$ cat src/rtl/vx_tcu_uop_sequencer.sv
// ---------------------------------------------------------------------------
// vx_tcu_uop_sequencer
//
// Expands one accepted WMMA instruction into M_STEPS*N_STEPS*K_STEPS
// micro-ops. The K step is innermost, then N, then M outermost. Each uop
// carries the captured instruction tag and formats, the step indices, and
// the A/B/C register indices derived from those steps.
//
// Ports
//   clk, reset_n           : clock, synchronous active-low reset
//   in_valid / in_ready    : instruction handshake (ready only while idle)
//   in_tag, in_fmt_s/_d    : instruction tag, source/destination format IDs
//   out_valid / out_ready  : micro-op handshake
//   out_tag, out_fmt_s/_d  : values captured from the accepted instruction
//   out_step_m/_n/_k       : current step indices
//   out_ra, out_rb, out_rc : A, B, C register indices
//   out_first, out_last    : first / last uop of the instruction
//   busy                   : sequencer is issuing uops
//   fmt_err                : one-cycle pulse after an invalid format pair
// ---------------------------------------------------------------------------
module vx_tcu_uop_sequencer #(
  parameter int M_STEPS = 2,
  parameter int N_STEPS = 4,
  parameter int K_STEPS = 4,
  parameter int RA_BASE = 0,
  parameter int RB_BASE = 10,
  parameter int RC_BASE = 24,
  parameter int TAG_W   = 8,
  localparam int SM_W   = (M_STEPS > 1) ? $clog2(M_STEPS) : 1,
  localparam int SN_W   = (N_STEPS > 1) ? $clog2(N_STEPS) : 1,
  localparam int SK_W   = (K_STEPS > 1) ? $clog2(K_STEPS) : 1
) (
  input  logic             clk,
  input  logic             reset_n,
  input  logic             in_valid,
  output logic             in_ready,
  input  logic [TAG_W-1:0] in_tag,
  input  logic [3:0]       in_fmt_s,
  input  logic [3:0]       in_fmt_d,
  output logic             out_valid,
  input  logic             out_ready,
  output logic [TAG_W-1:0] out_tag,
  output logic [3:0]       out_fmt_s,
  output logic [3:0]       out_fmt_d,
  output logic [SM_W-1:0]  out_step_m,
  output logic [SN_W-1:0]  out_step_n,
  output logic [SK_W-1:0]  out_step_k,
  output logic [4:0]       out_ra,
  output logic [4:0]       out_rb,
  output logic [4:0]       out_rc,
  output logic             out_first,
  output logic             out_last,
  output logic             busy,
  output logic             fmt_err
);

  typedef enum logic {
    IDLE  = 1'b0,
    ISSUE = 1'b1
  } state_t;

  state_t          state, state_n;
  logic [SM_W-1:0] step_m, step_m_n;
  logic [SN_W-1:0] step_n, step_n_n;
  logic [SK_W-1:0] step_k, step_k_n;
  logic            fmt_err_n;
  logic            cap_en;

  logic [TAG_W-1:0] tag_q;
  logic [3:0]       fmt_s_q;
  logic [3:0]       fmt_d_q;

  logic m_end, n_end, k_end;

  function automatic logic fmt_s_ok(input logic [3:0] f);
    case (f)
      4'd0, 4'd1, 4'd2, 4'd3, 4'd9, 4'd10, 4'd11, 4'd12: return 1'b1;
      default: return 1'b0;
    endcase
  endfunction

  function automatic logic fmt_d_ok(input logic [3:0] f);
    return (f == 4'd0) || (f == 4'd8);
  endfunction

  assign m_end = (step_m == SM_W'(M_STEPS - 1));
  assign n_end = (step_n == SN_W'(N_STEPS - 1));
  assign k_end = (step_k == SK_W'(K_STEPS - 1));

  // Next-state and step advance
  always_comb begin
    state_n   = state;
    step_m_n  = step_m;
    step_n_n  = step_n;
    step_k_n  = step_k;
    fmt_err_n = 1'b0;
    cap_en    = 1'b0;
    case (state)
      IDLE: begin
        if (in_valid) begin
          cap_en   = 1'b1;
          step_m_n = '0;
          step_n_n = '0;
          step_k_n = '0;
          // A bad format pair is still consumed so the issuer does not
          // stall; it only produces the error pulse.
          if (fmt_s_ok(in_fmt_s) && fmt_d_ok(in_fmt_d)) begin
            state_n = ISSUE;
          end else begin
            fmt_err_n = 1'b1;
          end
        end
      end
      ISSUE: begin
        if (out_ready) begin
          if (m_end && n_end && k_end) begin
            state_n = IDLE;
          end else if (!k_end) begin
            step_k_n = step_k + SK_W'(1);
          end else if (!n_end) begin
            step_k_n = '0;
            step_n_n = step_n + SN_W'(1);
          end else begin
            step_k_n = '0;
            step_n_n = '0;
            step_m_n = step_m + SM_W'(1);
          end
        end
      end
      default: state_n = IDLE;
    endcase
  end

  // Control state register
  always_ff @(posedge clk) begin
    if (!reset_n) begin
      state   <= IDLE;
      step_m  <= '0;
      step_n  <= '0;
      step_k  <= '0;
      fmt_err <= 1'b0;
    end else begin
      state   <= state_n;
      step_m  <= step_m_n;
      step_n  <= step_n_n;
      step_k  <= step_k_n;
      fmt_err <= fmt_err_n;
    end
  end

  // Captured instruction fields (payload only, no reset needed)
  always_ff @(posedge clk) begin
    if (cap_en) begin
      tag_q   <= in_tag;
      fmt_s_q <= in_fmt_s;
      fmt_d_q <= in_fmt_d;
    end
  end

  assign in_ready  = (state == IDLE);
  assign out_valid = (state == ISSUE);
  assign busy      = (state != IDLE);

  assign out_tag    = tag_q;
  assign out_fmt_s  = fmt_s_q;
  assign out_fmt_d  = fmt_d_q;
  assign out_step_m = step_m;
  assign out_step_n = step_n;
  assign out_step_k = step_k;

  // Register indices wrap modulo 32 through the 5-bit truncation.
  assign out_ra = 5'(RA_BASE + int'(step_m) * K_STEPS + int'(step_k));
  assign out_rb = 5'(RB_BASE + int'(step_n) * K_STEPS + int'(step_k));
  assign out_rc = 5'(RC_BASE + int'(step_m) * N_STEPS + int'(step_n));

  assign out_first = (step_m == '0) && (step_n == '0) && (step_k == '0);
  assign out_last  = m_end && n_end && k_end;

endmodule

$ cat config.mk
export PLATFORM = sky130hd
export DESIGN_NAME = vx_tcu_uop_sequencer
export DESIGN_NICKNAME = d
export VERILOG_FILES = /design/src/rtl/vx_tcu_uop_sequencer.sv
export SDC_FILE = /design/constraint.sdc
export NUM_CORES = 1
export LEC_CHECK = 0
export ABC_CLOCK_PERIOD_IN_PS = 1600
export BUFFER_PORTS_ARGS = -buffer_cell sky130_fd_sc_hd__buf_2
export CORE_MARGIN = 2
export CORE_UTILIZATION = 25
export CTS_CLUSTER_SIZE = 25
export DETAILED_ROUTE_END_ITERATION = 8
export PLACE_DENSITY_LB_ADDON = 0.1
export SKIP_CTS_REPAIR_TIMING = 1
export SLEW_MARGIN = 5
export SYNTH_ARGS = -nofsm -noshare
export SYNTH_HDL_FRONTEND = slang
export SYNTH_SLANG_ARGS = --single-unit
$ cat constraint.sdc
create_clock -name clk -period 1.6 [get_ports clk]
set_input_delay 0.16 -clock clk [delete_from_list [all_inputs] [get_ports clk]]
set_output_delay 0.16 -clock clk [all_outputs]
set_load 0.05 [all_outputs]
==> results by group <==
Run status
  • Status: finished clean

Synth
  • Post-synth EDFFs: 16
  • Post-synth top cells: 16 x edfxtp_1, 12 x buf_4, 8 x nand2_1
  • Post-synth top area cell: edfxtp_1
  • Synthesis Warnings: 0
  • Most frequent cell after synthesis: edfxtp_1
  • Mean Syn Cell Area: 12.3 um^2
  • Top FF cell, synth: edfxtp_1
  • Yosys cell types: 25
  • Area contributors post-synth: edfxtp_1 46%, dfxtp_1 13%, buf_4 8.6%
  • Synth top area share: 46.1%
  • Synthesized cell area: 1040 um^2
  • Asr flop ratio synth: 0%
  • Flops & latches, synth: 23
  • Sequential area share after synthesis: 59.5%
  • Synth Instances: 85

Job
  • Max-cap violations: 0

STA
  • Final Cycle Share: 93.2%
  • Unrepaired setup endpoints after global routing: no
  • Final worst path period need: 1490 ps
  • Setup violators final: 0
  • Final Hold Vio Count: 0
  • Achievable frequency: 671 MHz
  • Worst Clk Skew: 0.889 ps
  • Slew Limit Fails: 0

Clock tree
  • Clock-pin slew on the worst setup and hold paths: 80 ps
  • H-Tree Depth: 1
  • CTS root buf: clkbuf_8
  • CTS Sinks: 23
  • Number of CTS-inserted buffers: 3
  • Clk buf depth: 2
  • CTS tree: yes
  • Clk_lat worst skew: 260 ps

Power and ir drop
  • Clock power share: 29.4%
  • P_int: 0.000886 W
  • Max IR drop VDD: 0.000260 V
  • Total Power: 0.00124 W
  • Comb power frac: 16.2%
  • Sequential Power Share: 54.4%
  • Switching component of the power: 0.000350 W
  • P_leak: 0.660 nW
  • Cell Pwr Density: 889 nW/um^2
  • Sw Ratio: 28.3%

Placed design
  • Placer Congestion: 0.703
  • Final HPWL DP: 1.71 mm
  • I/O Buffers: 57

Setup path
  • Kind of critical path: flip-flop to primary output
  • CP startpoint: out_step_n[1]
  • Critical path fanouts, max: 6
  • CP Launch Type: flip-flop
  • CP endpoint kind: primary output
  • Crit path DAT: 1330 ps
  • Worst r2r src: out_step_n[0]
  • CP Data Required Time: 1440 ps
  • R2r worst-path depth: 4

Routing
  • # DRC: 0
  • Vias per cell: 4.06
  • Routed len/inst: 11.3 um
  • DR pass1 iterations: 4
  • Initial DRC count: 18
  • WL final: 2.13 mm
  • Total number of vias: 764
  • Antenna viol nets, final: 0

Global routing
  • Initial antenna violation count: 0
  • Overflow after GRT: 0
  • Total GRT Usage: 9.38%
  • Pin count of the biggest net entering global routing: 19
  • First-pass GRT wire length: 3.19 mm
  • Vias in the first global route: 687

Hold path
  • Worst Hold Depth: 1
  • Min-delay src: in_tag[5]
  • Hold Path Class: primary input to flip-flop

Floorplan
  • Initial core utilization: 26.1%
  • Die Y-Extent: 68.6 um
  • Core area: 4000 um^2
  • Ports: 62
  • Die area: 4700 um^2
  • Die width: 68.6 um
  • Rows: 23

Final layout
  • Final core occ: 34.8%
  • Area Growth Syn to Fin: 33.5%
  • Fillcell total: 413
  • Share of cells above drive strength 1: 52.9%
  • Number of diodes: 0
  • Final #Nets: 165
==> worst max-delay path, cell delays in order, from the launching register on <==
cell     delay, ps
dfxtp_2        400
ha_1           230
and3_2         270
buf_6          170
==> power by group through the flow <==
stage / Sequential, W / Clock, W / Combinational, W
2_1_floorplan: 0.000780 / 0 / 0.0000558
3_3_place_gp: 0.000686 / 0 / 0.000203
3_5_place_dp: 0.000687 / 0 / 0.000203
4_1_cts: 0.000673 / 0.000381 / 0.000203
5_1_grt: 0.000676 / 0.000408 / 0.000213
6_report: 0.000672 / 0.000363 / 0.000200
==> layout make-up <==
type | instances | area, um^2 | share of cell area, %
clock buffer | 3 | 41.3 | 2.97
sequential | 23 | 627 | 45.1
inverter | 6 | 22.5 | 1.62
clock inverter | 1 | 7.51 | 0.540
timing repair buffer | 60 | 314 | 22.6
multi-input combinational | 45 | 317 | 22.8
tap | 50 | 62.6 | 4.50
==> logic make-up after synthesis <==
logic type / count (synthesis) / synth area share, %
other: 2 / 0.721
buffers and inverters: 19 / 11.9
DFF: 23 / 59.5
adders and majority gates: 6 / 7.20
AOI/OAI and AO/OA: 12 / 8.64
xor gates and xnor gates: 2 / 1.68
and+or+nand+nor: 21 / 10.3
==> flip-flops by register name, summed over array words and instances, names as in the netlist <==
name and cells:
out_tag 8, out_fmt_d 4, out_fmt_s 4, out_step_k 2
out_step_n 2, busy 1, fmt_err 1, out_step_m 1
==> through the flow <==
step                hold slack (ps)  area, um^2  cells  worst slack (ps)  setup TNS [ps]
global placement                337        1340    184               232               0
finish                         67.8        1390    188               109               0
global route                   59.8        1390    188              29.6               0
detailed placement              339        1340    184               215               0
floorplan                       259        1070     87             -39.0           -39.0
CTS                            60.1        1380    188             -50.6           -50.6
==> routing by layer <==
| layer | vias up | wire [um] | track usage (%) |
|---|---|---|---|
| li1 | 384 | - | - |
| met1 | 345 | 880 | 11.2 |
| met2 | 31 | 1040 | 16.1 |
| met3 | 4 | 177 | 2.27 |
| met4 | 0 | 28 | 3.75 |
| met5 | - | 0 | 0 |
==> cell usage in the layout (no fill, tap or decap), types with 2 or more instances in the layout <==
cell / instances
buf_4: 3
o211ai_1: 3
a21oi_1: 2
conb_1: 4
dfxtp_2: 5
nand3_1: 3
buf_2: 56
inv_1: 6
nand2_1: 8
nor3b_1: 2
dfxtp_1: 2
a21boi_1: 3
clkbuf_8: 3
edfxtp_1: 16
ha_1: 6
==> path summary, 6_finish.rpt <==
| path | endpoint | slack [ps] |
|---|---|---|
| hold / removal | out_tag[5] | 70 |
| setup / recovery | out_last | 110 |
| setup reg to reg | out_step_k[0] | 190 |
| hold reg to reg | out_step_k[0] | 530 |
Power figures use the tool's default switching activity.
